## config.mk

```make
export PLATFORM = sky130hd
export DESIGN_NAME = number_hit_detector
export DESIGN_NICKNAME = d
export VERILOG_FILES = /design/src/rtl/number_hit_detector.sv
export SDC_FILE = /design/constraint.sdc
export NUM_CORES = 1
export LEC_CHECK = 0
export CAP_MARGIN = 5
export CORE_MARGIN = 2
export CORE_UTILIZATION = 60
export DETAILED_ROUTE_END_ITERATION = 6
export PLACE_DENSITY = 0.89
export SLEW_MARGIN = 10
export SYNTH_ARGS = -nofsm -noshare
export SYNTH_HDL_FRONTEND = slang
export SYNTH_SLANG_ARGS = --single-unit
```

## constraint.sdc

```tcl
create_clock -name clk -period 2.8 [get_ports clk]
set_input_delay 0.56 -clock clk [delete_from_list [all_inputs] [get_ports clk]]
set_output_delay 0.56 -clock clk [all_outputs]
set_load 0.02 [all_outputs]
```

## src/rtl/number_hit_detector.sv

```systemverilog
`timescale 1ns/1ps
// -----------------------------------------------------------------------------
// number_hit_detector
//
// Collision responder for the multi-number display. For every frame it counts
// the pixels where the player's drawing request overlaps each number's drawing
// request. At the frame boundary it raises a one-cycle hit pulse for every
// number whose overlap reached MIN_OVERLAP and that was never hit before.
//
// Optional feature macro: HIT_COUNTER_EN
//   defined   -> hitCount is a saturating total of hits since reset
//   undefined -> no counter logic, hitCount is tied to 0
//
// Ports:
//   clk          pixel clock
//   reset        asynchronous, active-high reset
//   startOfFrame one-cycle pulse at the first pixel of each frame
//   enable       detection enable (0 freezes counters, suppresses hits)
//   playerDR     player drawing request for the current pixel
//   numbersDR    per-number drawing requests for the current pixel
//   singleHit    one-cycle hit pulse per number
//   anyHit       OR of singleHit, registered alongside it
//   hitIndex     lowest index set in the last non-empty singleHit (held)
//   hitMask      sticky mask of numbers already hit
//   frameOverrun sticky: startOfFrame arrived while evaluating a frame
//   hitCount     total hits since reset (see HIT_COUNTER_EN)
// -----------------------------------------------------------------------------
module number_hit_detector #(
    parameter int NUMBERS     = 3,
    parameter int MIN_OVERLAP = 4,
    parameter int CNT_W       = 8,
    parameter int HITS_W      = 8,
    localparam int IDX_W      = (NUMBERS > 1) ? $clog2(NUMBERS) : 1
) (
    input  logic               clk,
    input  logic               reset,
    input  logic               startOfFrame,
    input  logic               enable,
    input  logic               playerDR,
    input  logic [NUMBERS-1:0] numbersDR,
    output logic [NUMBERS-1:0] singleHit,
    output logic               anyHit,
    output logic [IDX_W-1:0]   hitIndex,
    output logic [NUMBERS-1:0] hitMask,
    output logic               frameOverrun,
    output logic [HITS_W-1:0]  hitCount
);

    typedef enum logic [1:0] {
        ACCUM = 2'd0,
        EVAL  = 2'd1,
        PULSE = 2'd2
    } state_t;

    state_t state_reg, state_next;

    logic [NUMBERS-1:0][CNT_W-1:0] cnt_reg;
    logic [NUMBERS-1:0][CNT_W-1:0] cnt_next;
    logic [NUMBERS-1:0][CNT_W-1:0] snap_reg;
    logic [NUMBERS-1:0]            overlap;
    logic [NUMBERS-1:0]            qual;
    logic [IDX_W-1:0]              low_idx;
    logic                          frame_accept;

    // Only a frame boundary seen in ACCUM closes the frame; one seen while
    // still evaluating the previous frame is flagged as an overrun instead.
    assign frame_accept = (state_reg == ACCUM) && startOfFrame;

    generate
        for (genvar gi = 0; gi < NUMBERS; gi++) begin : g_num
            assign overlap[gi] = enable & playerDR & numbersDR[gi];

            // On an accepted boundary the current pixel already belongs to the
            // new frame, so the counter restarts at 0 or 1 rather than 0.
            assign cnt_next[gi] =
                frame_accept ? CNT_W'(overlap[gi]) :
                (overlap[gi] && (cnt_reg[gi] != {CNT_W{1'b1}})) ? cnt_reg[gi] + 1'b1 :
                cnt_reg[gi];

            assign qual[gi] = (snap_reg[gi] >= CNT_W'(MIN_OVERLAP)) & ~hitMask[gi] & enable;
        end
    endgenerate

    // Lowest qualifying index: scan downwards so the lowest match wins.
    always_comb begin
        low_idx = '0;
        for (int i = NUMBERS - 1; i >= 0; i--) begin
            if (qual[i]) begin
                low_idx = IDX_W'(i);
            end
        end
    end

    always_comb begin
        state_next = state_reg;
        case (state_reg)
            ACCUM:   if (startOfFrame) state_next = EVAL;
            EVAL:    state_next = PULSE;
            PULSE:   state_next = ACCUM;
            default: state_next = ACCUM;
        endcase
    end

    always_ff @(posedge clk or posedge reset) begin
        if (reset) begin
            state_reg    <= ACCUM;
            cnt_reg      <= '0;
            snap_reg     <= '0;
            singleHit    <= '0;
            anyHit       <= 1'b0;
            hitIndex     <= '0;
            hitMask      <= '0;
            frameOverrun <= 1'b0;
        end else begin
            state_reg <= state_next;
            cnt_reg   <= cnt_next;

            if (frame_accept) begin
                snap_reg <= cnt_reg;
            end

            if (startOfFrame && (state_reg != ACCUM)) begin
                frameOverrun <= 1'b1;
            end

            case (state_reg)
                EVAL: begin
                    singleHit <= qual;
                    anyHit    <= |qual;
                    hitMask   <= hitMask | qual;
                    if (|qual) begin
                        hitIndex <= low_idx;
                    end
                end
                PULSE: begin
                    singleHit <= '0;
                    anyHit    <= 1'b0;
                end
                default: ;
            endcase
        end
    end

`ifdef HIT_COUNTER_EN
    localparam int PC_W = $clog2(NUMBERS + 1);

    logic [PC_W-1:0]   qual_cnt;
    logic [HITS_W:0]   hit_sum;

    always_comb begin
        qual_cnt = '0;
        for (int i = 0; i < NUMBERS; i++) begin
            qual_cnt = qual_cnt + PC_W'(qual[i]);
        end
    end

    // One spare bit catches the carry so the total sticks at all-ones.
    assign hit_sum = {1'b0, hitCount} + (HITS_W + 1)'(qual_cnt);

    always_ff @(posedge clk or posedge reset) begin
        if (reset) begin
            hitCount <= '0;
        end else if (state_reg == EVAL && (|qual)) begin
            hitCount <= hit_sum[HITS_W] ? {HITS_W{1'b1}} : hit_sum[HITS_W-1:0];
        end
    end
`else
    assign hitCount = '0;
`endif

endmodule

```

After elaboration in Yosys (flattened, before gate mapping)

Index checks and enable logic that the tools add are counted.
W data, S select, Z words.

Input port bits: 8
Register bits after elaboration: 60
Logic and storage cells: 64

Bitwise gates (word level): 14
Multiplexer cells: 13
Reductions and logical operators: 13
Order comparisons: 3
Add/subtract/negate cells: 3
Eq/ne operators: 6

Operators by type and width:

| operator              | number |
|---|---|
| $mux W8               | 6 |
| $add A8 B1 Y8 const B | 3 |
| $ge A8 B3 Y1 const B  | 3 |
| $ne A8 B8 Y1 const B  | 3 |
| $and A1 B1 Y1         | 10 |
| $reduce_bool A2 Y1    | 5 |
| $mux W2               | 4 |
| $pmux W3 S2           | 1 |
| $logic_and A1 B1 Y1   | 5 |
| $pmux W2 S2           | 1 |
| $not A1 Y1            | 3 |
| $or A3 B3 Y3          | 1 |
| $reduce_or A3 Y1      | 1 |
| $eq A2 B1 Y1 const B  | 1 |
| $eq A2 B2 Y1 const B  | 1 |
| $logic_not A2 Y1      | 1 |
| $ne A2 B2 Y1 const B  | 1 |
| $pmux W1 S2           | 1 |
| $reduce_and A2 Y1     | 1 |

Depth between registers and ports, before layout

Gate-level depths: netlist of run 1.

Word-level depth: 6
Mapped depth: 7
Depth with buffers taken out: 5

Worst setup path before layout of run 1

OpenSTA, ideal clock, no wires.

Path type: flip-flop to flip-flop
From: register state_reg[0]
To: register cnt_reg[12] (netlist name)
Clock period less this slack: 1.483 ns
Buffers on the path: 1
Slack: 1.317 ns
Cell stages (with the launch flop): 7
Data arrival time: 1.417 ns
Cell sequence: dfrtp_1 > inv_1 > ha_1 > and2_4 > buf_6 > or4_1 > nand2_1

Word-level cells in the longest chain between the ends: 3

RTL lines:

| item                                                 | line | text |
|---|---|---|
| start: declaration                                   | 55   | `state_t state_reg, state_next;` |
| start signal: assignment                             | 115  | `state_reg <= state_next;` |
| $logic_not A2 Y1 (*)                                 | 67   | `assign frame_accept = (state_reg == ACCUM) && startOfFrame;` |
| $logic_and A1 B1 Y1 (*)                              | 67   |  |
| $mux W8 / $reduce_bool A2 Y1 (equally long branches) | --   |  |
| end signal: assignment                               | 116  | `cnt_reg <= cnt_next;` |
| end: declaration                                     | 57   | `logic [NUMBERS-1:0][CNT_W-1:0] cnt_reg;` |

Mark *: on every way between the ends. The rest lies on a longest branch, timed or not.
A chain may end at the register's enable or synchronous reset.

Worst setup path after layout of run 1

From: register hitMask[1]
To: output hitMask[1]

RTL lines:

| item                     | line | text |
|---|---|---|
| start: declaration       | 44   | `output logic [NUMBERS-1:0] hitMask,` |
| start signal: assignment | 130  | `hitMask <= hitMask \| qual;` |

No word-level cell between the ends.

==> impl_metrics.json, run 1 <==
{
  "synthCells": 269,
  "power.density_nw_per_um2": 644,
  "clock-root-buffer": "clkbuf_8",
  "slowest_delay_ns": 0.61,
  "post-place-ws_ns": 0.643,
  "vias": 1900,
  "drv_slew": 0,
  "critPathArrivalTime_ns": 1.32,
  "drive_above_1_share_pct": 9.34,
  "hold_path_class": "flop to flop",
  "finClkSkew_ns": 0.0140,
  "switching_share_pct": 34.1,
  "cts_setup_buffers": 0,
  "worstSetupStartpointType": "flop",
  "clk_latency_ns": 0.31,
  "io_buffers": 17,
  "critical_path_class": "flop to output pin",
  "yosysSeqAreaShare_pct": 51.7,
  "drtAntennaViolNets": 0,
  "gp_congestion": 0.819,
  "grt_pass1_vias": 1844,
  "dieArea_um2": 4900,
  "ys_types": 39,
  "grt_overflow_total": 0,
  "boundaryPins": 26,
  "synth-edff-count": 0,
  "fin_crit_sh_pct": 67.2,
  "placed_area_um2": 2800,
  "fill_cells": 290,
  "routedWlPerCell_um": 13.6,
  "area_growth_pct": 10.7,
  "mappedNetlistArea_um2": 2610,
  "p_sw_uw": 636,
  "numCtsBuffers": 5,
  "synth_flop_cell": "dfrtp_1",
  "async_reset_ff_share_pct": 100,
  "rsz0062_at_grt": "no",
  "worst-path-max-fanout": 3,
  "initial_core_util_pct": 63.9,
  "pwr-share-seq_pct": 50.1,
  "irDropWorstVdd_uv": 354,
  "clkPwrFrac_pct": 23.7,
  "path_clk_slew_ns": 0.11,
  "track_usage_pct": 20.7,
  "dr.pass1.iters": 4,
  "die_y_um": 70.0,
  "period_minus_slack_ns": 1.88,
  "clock-sinks": 54,
  "cp-end-kind": "output pin",
  "fin_tns_setup_ns": 0,
  "drt-initial-drc-count": 139,
  "grt_pass1_wl_um": 8130,
  "layout_setup_ws_ns": 0.917,
  "cts_resized": 0,
  "path_delay_family": "buffers and inverters",
  "die_w_um": 70.0,
  "fmax_mhz": 531,
  "wirelength_um": 4600,
  "num-nets-final": 302,
  "outcome": "finished, final reports clean",
  "tightest_slew_ns": 0.728,
  "rows": 23,
  "utilization_pct": 70.8,
  "p_leak_uw": 0.00145,
  "required_ns": 2.24,
  "htree_levels": 2,
  "path_buf_inv": 1,
  "p_int_uw": 1230,
  "syn_area_per_cell_um2": 9.71,
  "path_cells": "clkdlybuf4s50_1",
  "drc": 0,
  "cts_tree": "yes",
  "whs_ns": 0.478,
  "grt_max_degree": 41,
  "slowest_stage": "clkdlybuf4s50_1",
  "postCtsHoldBufs": 0,
  "dp_hpwl_um": 3190,
  "core_um2": 4090,
  "ctsLongestPathBuffers": 2,
  "ys_seq_elements": 54,
  "pwr-share-comb_pct": 26.3,
  "finalInstanceArea_um2": 2890,
  "ys_warn_count": 0,
  "cap_violations": 0,
  "hold_viol_final": 0,
  "setup_viol": 0,
  "antenna_found_initial": 0,
  "slew_headroom_pct": 51.3,
  "largest_reg_flops": 24,
  "via_per_inst": 5.60,
  "n_antenna_cell": 0
}
-- placed cells by master (no fill, tap or decap), types with 3 or more instances in the layout --
cell type	n
nand2_1	64
dfrtp_1	54
nor2_1	18
clkdlybuf4s50_1	17
inv_1	11
nand3_1	9
o211ai_1	9
xor2_1	8
o21ai_0	8
conb_1	8
a21oi_1	7
or3_1	6
ha_1	6
and3_1	5
clkbuf_8	5
nand2b_1	4
o22ai_1	4
a21o_1	4
mux2i_1	4
buf_4	4
and3_2	3
o21ai_2	3
nor4_1	3
a211oi_1	3
-- worst paths after layout --
kind                       slack, ns          from      endpoint  cells after the start
max in group asynchronous       1.68         reset   cnt_reg[11]                      3
hold / removal                  0.48  frameOverrun  frameOverrun                      1
min in group asynchronous       0.53         reset    hitMask[1]                      2
setup reg to reg                1.04  state_reg[0]    cnt_reg[6]                      5
setup / recovery                0.92    hitMask[1]    hitMask[1]                      1
hold reg to reg                 0.48  frameOverrun  frameOverrun                      1
-- synth_stat cells (2+ instances only) --
cell      number  share of area, %
nand2_1       64               9.2
dfrtp_1       54                52
nor2_1        18               2.6
inv_1         12               1.7
nand3_1        9               1.7
o211ai_1       9               2.6
buf_4          8               2.3
o21ai_0        8               1.5
xor2_1         8               2.7
a21oi_1        7               1.3
ha_1           6               2.9
or3_1          6               1.4
and3_1         5               1.2
a21o_1         4               1.1
clkbuf_1       4              0.57
mux2i_1        4               1.5
nand2b_1       4              0.96
o22ai_1        4              0.96
a211oi_1       3              0.86
and3_2         3              0.86
buf_2          3              0.57
nor4_1         3              0.72
o21ai_2        3               1.0
nand4_2        2              0.96
o211ai_2       2              0.96
o311ai_0       2              0.67
o41ai_1        2              0.67
-- cell type report --
cell class | count | area, um^2 | area share [%]
Sequential cell | 54 | 1350 | 46.7
Multi-Input combinational cell | 194 | 1140 | 39.4
Timing Repair Buffer | 21 | 200 | 6.92
Clock buffer | 5 | 68.8 | 2.38
Tap cell | 50 | 62.6 | 2.16
Inverter | 12 | 45.0 | 1.56
Clock inverter | 3 | 23.8 | 0.822
-- metal layers --
metal | up-vias | GRT usage [%] | part of all wire [%]
li1 | 945 | - | -
met1 | 908 | 27.4 | 47
met2 | 41 | 32.9 | 49
met3 | 6 | 5.77 | 3.1
met4 | 0 | 7.05 | 1.1
met5 | - | 0 | 0
-- power by group through the flow --
stage	registers, uW	clock network, uW	logic, uW
after floorplan	975	0	320
after global placement	943	0	471
after detailed placement	948	0	491
after CTS	933	455	494
after global routing	950	494	541
final	933	441	490
-- metrics by stage --
step                      std cells  total power [uW]
after detailed placement        331              1440
after floorplan                 276              1300
after CTS                       339              1880
after global routing            339              1990
after global placement          331              1410
final                           339              1860
-- cell families (layout without fill, tap and decap cells) --
logic type	count (synthesis)	in the layout	share of synthesized area, %
AO/OA/AOI/OAI	48	48	13.5
XOR/XNOR	8	8	2.68
adder cells (fa/ha/maj)	6	6	2.87
buffers and inverters	28	41	5.60
flip-flops	54	54	51.7
multiplexers	4	4	1.53
other	1	8	0.144
AND/OR/NAND/NOR	120	120	21.9
No activity file was read; power rests on OpenSTA's default activity.
==> inputs of run 2 (changes only) <==
--- a/config.mk
+++ b/config.mk
@@ -7,9 +7,9 @@
 export LEC_CHECK = 0
 export CAP_MARGIN = 5
 export CORE_MARGIN = 2
-export CORE_UTILIZATION = 60
+export CORE_UTILIZATION = 50
 export DETAILED_ROUTE_END_ITERATION = 6
-export PLACE_DENSITY = 0.89
+export PLACE_DENSITY = 0.8
 export SLEW_MARGIN = 10
 export SYNTH_ARGS = -nofsm -noshare
 export SYNTH_HDL_FRONTEND = slang
==> constraint.sdc (replaced) <==
create_clock -name clk -period 1.6 [get_ports clk]
set_input_delay 0.32 -clock clk [delete_from_list [all_inputs] [get_ports clk]]
set_output_delay 0.32 -clock clk [all_outputs]
set_load 0.02 [all_outputs]
==> run 2 against run 1 <==
Sequential share of layout area fell by 3.7 points. Critical path depth grew 4. First-iteration DRC count down 21%. Power is 96% higher. Combinational power grew 88%. Sequential cell count unchanged.
==> impl_metrics.json, run 2 (same netlist as run 1, synthesis figures left out) <==
{
  "grt_pass1_vias": 1914,
  "hold_viol_final": 0,
  "final_cells": 375,
  "worstSetupStartpointType": "input port",
  "vias": 2015,
  "setup_viol": 0,
  "dp_hpwl_um": 3530,
  "initial_core_util_pct": 51.5,
  "grt_pass1_wl_um": 8800,
  "htree_levels": 2,
  "fin_crit_sh_pct": 98.2,
  "antenna_found_initial": 0,
  "drive_above_1_share_pct": 14.8,
  "wirelength_um": 5040,
  "drc": 0,
  "irDropWorstVdd_uv": 574,
  "cp-end-kind": "flop",
  "drt-initial-drc-count": 110,
  "post-place-ws_ns": -0.273,
  "outcome": "finished, final reports clean",
  "fill_cells": 446,
  "cts_setup_buffers": 0,
  "die_y_um": 76.3,
  "layout_commonest_cell": "nand2_1",
  "n_antenna_cell": 0,
  "whs_ns": 0.279,
  "area_growth_pct": 20.2,
  "finalInstanceArea_um2": 3140,
  "gp_congestion": 0.842,
  "track_usage_pct": 18.7,
  "num-nets-final": 318,
  "power.density_nw_per_um2": 1160,
  "postCtsHoldBufs": 0,
  "fmax_mhz": 637,
  "path_clk_slew_ns": 0.11,
  "placed_area_um2": 2990,
  "via_per_inst": 5.37,
  "die_w_um": 76.3,
  "finClkSkew_ns": 0.0141,
  "clock-sinks": 54,
  "largest_reg_flops": 24,
  "cts_tree": "yes",
  "layout_setup_ws_ns": 0.0296,
  "cap_violations": 0,
  "critPathArrivalTime_ns": 1.81,
  "core_um2": 5070,
  "io_buffers": 17,
  "routedWlPerCell_um": 13.4,
  "required_ns": 1.84,
  "critical_path_class": "input port to flop",
  "clk_latency_ns": 0.32,
  "drtAntennaViolNets": 0,
  "ctsLongestPathBuffers": 2,
  "boundaryPins": 26,
  "worst-path-max-fanout": 4,
  "clock-root-buffer": "clkbuf_8",
  "numCtsBuffers": 5,
  "dieArea_um2": 5820,
  "hold_path_class": "input port to asynchronous set/reset pin",
  "drv_slew": 0,
  "layout_common_cells": "nand2_1 (64), dfrtp_1 (54), nor2_1 (18), buf_4 (16), inv_1 (11)",
  "p_leak_uw": 0.00165,
  "grt_max_degree": 30,
  "dr.pass1.iters": 4,
  "placedCellCount": 367,
  "grt_overflow_total": 0,
  "rows": 26,
  "p_total_uw": 3650,
  "period_minus_slack_ns": 1.57
}
[run 2: cell types whose count changed in the layout (fill, tap and decap cells not counted), moves of 2 or more]
| cell | delta |
|---|---|
| buf_12 | +3 |
| buf_4 | +12 |
| bufinv_16 | +2 |
| clkdlybuf4s50_1 | -10 |
| dlygate4sd2_1 | +7 |
| dlymetal6s2s_1 | +3 |
| nand3_1 | -2 |
| nand3_2 | +2 |
[run 2: metrics by stage]
step | TNS (ns) | util, %
floorplan | 0 | -
global placement | -3.79 | 58.9
detailed placement | -4.59 | 58.9
CTS | 0 | 61.4
global route | -0.0208 | 61.9
finish | 0 | 61.9
[run 2: worst paths after layout]
| kind | slack (ns) | cells past startpoint | from | end |
|---|---|---|---|---|
| min in group clk | 0.47 | 1 | frameOverrun | frameOverrun |
| max reg2reg | 0.06 | 5 | cnt_reg[8] | cnt_reg[12] |
| max in group asynchronous | 0.93 | 3 | reset | snap_reg[15] |
| min | 0.28 | 2 | reset | singleHit[1] |
| min reg2reg | 0.47 | 1 | frameOverrun | frameOverrun |
| max | 0.03 | 5 | enable | cnt_reg[23] |
[run 2: final cells by class]
cell class,instances,area (um^2),area share [%]
Sequential cell,54,1350,43.0
Clock buffer,5,68.8,2.19
Inverter,12,48.8,1.55
Tap cell,70,87.6,2.79
Multi-Input combinational cell,194,1150,36.8
Timing Repair Buffer,37,360,11.5
Clock inverter,3,68.8,2.19
[run 2: worst max-delay path: stages]
cell and delay [ns]:
clkdlybuf4s50_1 0.59, and3_2 0.31, o211ai_4 0.09, or3_1 0.31, a21oi_1 0.18
[run 2: report_power, final]
part           switching, uW  internal (uW)  leakage (uW)
logic                    569            351      0.000841
clock network            469            627     0.0000683
registers                119           1510      0.000741
[run 2: routing by layer]
layer	track usage [%]	wire length, um	up-vias
met2	28.1	2300	37
met3	4.38	176	8
met4	7.27	85	0
met5	0	0	-
li1	-	-	987
met1	26.5	2480	983
[run 2: what timing repair did]
item | 4_1_cts | 5_1_grt
cloned | 0 | 0
endpoints found under the setup margin | 7 | 12
pin swaps | 0 | 0
gates resized for setup | 7 | 7
==> inputs of run 3 (changes only) <==
--- a/config.mk
+++ b/config.mk
@@ -9,7 +9,8 @@
 export CORE_MARGIN = 2
 export CORE_UTILIZATION = 50
 export DETAILED_ROUTE_END_ITERATION = 6
-export PLACE_DENSITY = 0.8
+export GPL_TIMING_DRIVEN = 0
+export PLACE_DENSITY = 0.74
 export SLEW_MARGIN = 10
 export SYNTH_ARGS = -nofsm -noshare
 export SYNTH_HDL_FRONTEND = slang
==> run 3 against run 2 <==
First-iteration DRC count decreased by 30%. Non-clock buffer count decreased by 2. Die area unchanged. Sequential cell count unchanged. Via count decreased by 2.0%. Final area decreased by 2.2%. Core utilization decreased by 1.3 points. Routed wire length decreased by 5.3%. Largest cell class unchanged. Largest power group unchanged. Highest routed layer unchanged.
==> impl_metrics.json, run 3 (same netlist as run 1, synthesis figures left out) <==
{
  "outcome": "finished, final reports clean",
  "layout_common_cells": "nand2_1 (64), dfrtp_1 (54), nor2_1 (18), inv_1 (11)",
  "final-seq-area_um2": 1350,
  "num-nets-final": 316,
  "fin_tns_setup_ns": 0,
  "layout_setup_ws_ns": 0.0570,
  "critical_path_class": "flop to flop",
  "cp-end-kind": "flop",
  "rrSetupSlack_ns": 0.06,
  "dp_hpwl_um": 3350,
  "worstSetupStartpointType": "flop",
  "ctsLongestPathBuffers": 2,
  "n_antenna_cell": 0,
  "io_buffers": 17,
  "numCtsBuffers": 5,
  "fmax_mhz": 648,
  "drt-initial-drc-count": 77,
  "critPathArrivalTime_ns": 1.79,
  "postCtsHoldBufs": 0,
  "dr.pass1.iters": 4,
  "irDropWorstVdd_uv": 650,
  "period_minus_slack_ns": 1.54,
  "fin_crit_sh_pct": 96.4,
  "reg2reg_to": "cnt_reg[12]",
  "slew_headroom_pct": 62.4,
  "via_per_inst": 5.29,
  "power.density_nw_per_um2": 1120,
  "clock-sinks": 54,
  "finClkSkew_ns": 0.00839,
  "layout_commonest_cell": "nand2_1",
  "die_w_um": 76.3,
  "routedWlPerCell_um": 12.8,
  "drc": 0,
  "largest_reg_flops": 24,
  "cap_violations": 0,
  "grt_max_degree": 55,
  "track_usage_pct": 17.3,
  "drv_slew": 0,
  "hold_path_class": "input port to asynchronous set/reset pin",
  "grt_pass1_vias": 1846,
  "boundaryPins": 26,
  "area_growth_pct": 17.6,
  "clk_latency_ns": 0.30,
  "post-place-ws_ns": -0.318,
  "core_um2": 5070,
  "setup_viol": 0,
  "grt_overflow_total": 0,
  "vias": 1974,
  "die_y_um": 76.3,
  "rows": 26,
  "wirelength_um": 4770,
  "path_clk_slew_ns": 0.10,
  "tightest_slew_ns": 0.560,
  "dieArea_um2": 5820,
  "clock-root-buffer": "clkbuf_8",
  "drive_above_1_share_pct": 14.9,
  "antenna_found_initial": 0,
  "initial_core_util_pct": 51.5,
  "gp_congestion": 0.806,
  "rsz0062_at_grt": "no",
  "multiInputGateArea_um2": 1170,
  "worst-path-max-fanout": 10,
  "grt_pass1_wl_um": 8090,
  "drtAntennaViolNets": 0,
  "p_total_uw": 3450,
  "fill_cells": 447,
  "htree_levels": 2,
  "hold_viol_final": 0,
  "required_ns": 1.84,
  "p_leak_uw": 0.00164,
  "r2r-start": "state_reg[0]",
  "rr_worst_depth": 6,
  "cts_tree": "yes"
}
-- run 3: per-stage QoR --
stage               std cells  hold slack (ns)  utilization (%)  instance area (um^2)
finish                    373            0.354             60.6                  3070
global route              373            0.375             60.6                  3070
CTS                       372            0.472             59.4                  3010
detailed placement        363            0.446             57.1                  2900
global placement          363            0.442             57.1                  2900
floorplan                 276            0.388                -                  2640
-- run 3: how the worst max path moves through the flow --
stage              endpoint          from  slack, ns
5_1_grt         cnt_reg[13]    cnt_reg[8]      0.004
3_5_place_dp    hitIndex[0]        enable      -0.32
4_1_cts        frameOverrun  frameOverrun     0.0005
2_1_floorplan   cnt_reg[12]  state_reg[0]       0.12
3_3_place_gp    hitIndex[0]        enable      -0.31
6_report        cnt_reg[12]  state_reg[0]       0.06
-- run 3: area by class of cell --
cell class	count	area share, %
clock inverter	3	1.30
clock buffer	5	2.24
sequential	54	44.0
tap	70	2.85
multi-input combinational	194	38.0
timing repair buffer	19	6.64
buffer	16	3.38
inverter	12	1.59
-- run 3: what timing repair did --
item | 4_1_cts | 5_1_grt
setup endpoints to repair | 21 | 17
resized for setup | 7 | 11
buffers inserted | 1 | 0
gates cloned | 0 | 0
-- run 3: power by group --
group          switching, uW  internal (uW)
Combinational            574            362
Clock                    428            461
Sequential               117           1510
-- run 3: worst max-delay path, cell delays in order (launching register included) --
cell and delay, ns:
dfrtp_1 0.37, inv_1 0.07, ha_2 0.20, and2_4 0.14
buf_6 0.13, or4_1 0.50, nand2_1 0.08
-- run 3: metal layers --
layer	vias up	wire length, um	global-route usage [%]
met5	-	0	0
met4	0	82	6.73
met3	6	165	5.09
met2	39	2330	28.4
met1	949	2190	21.7
li1	980	-	-
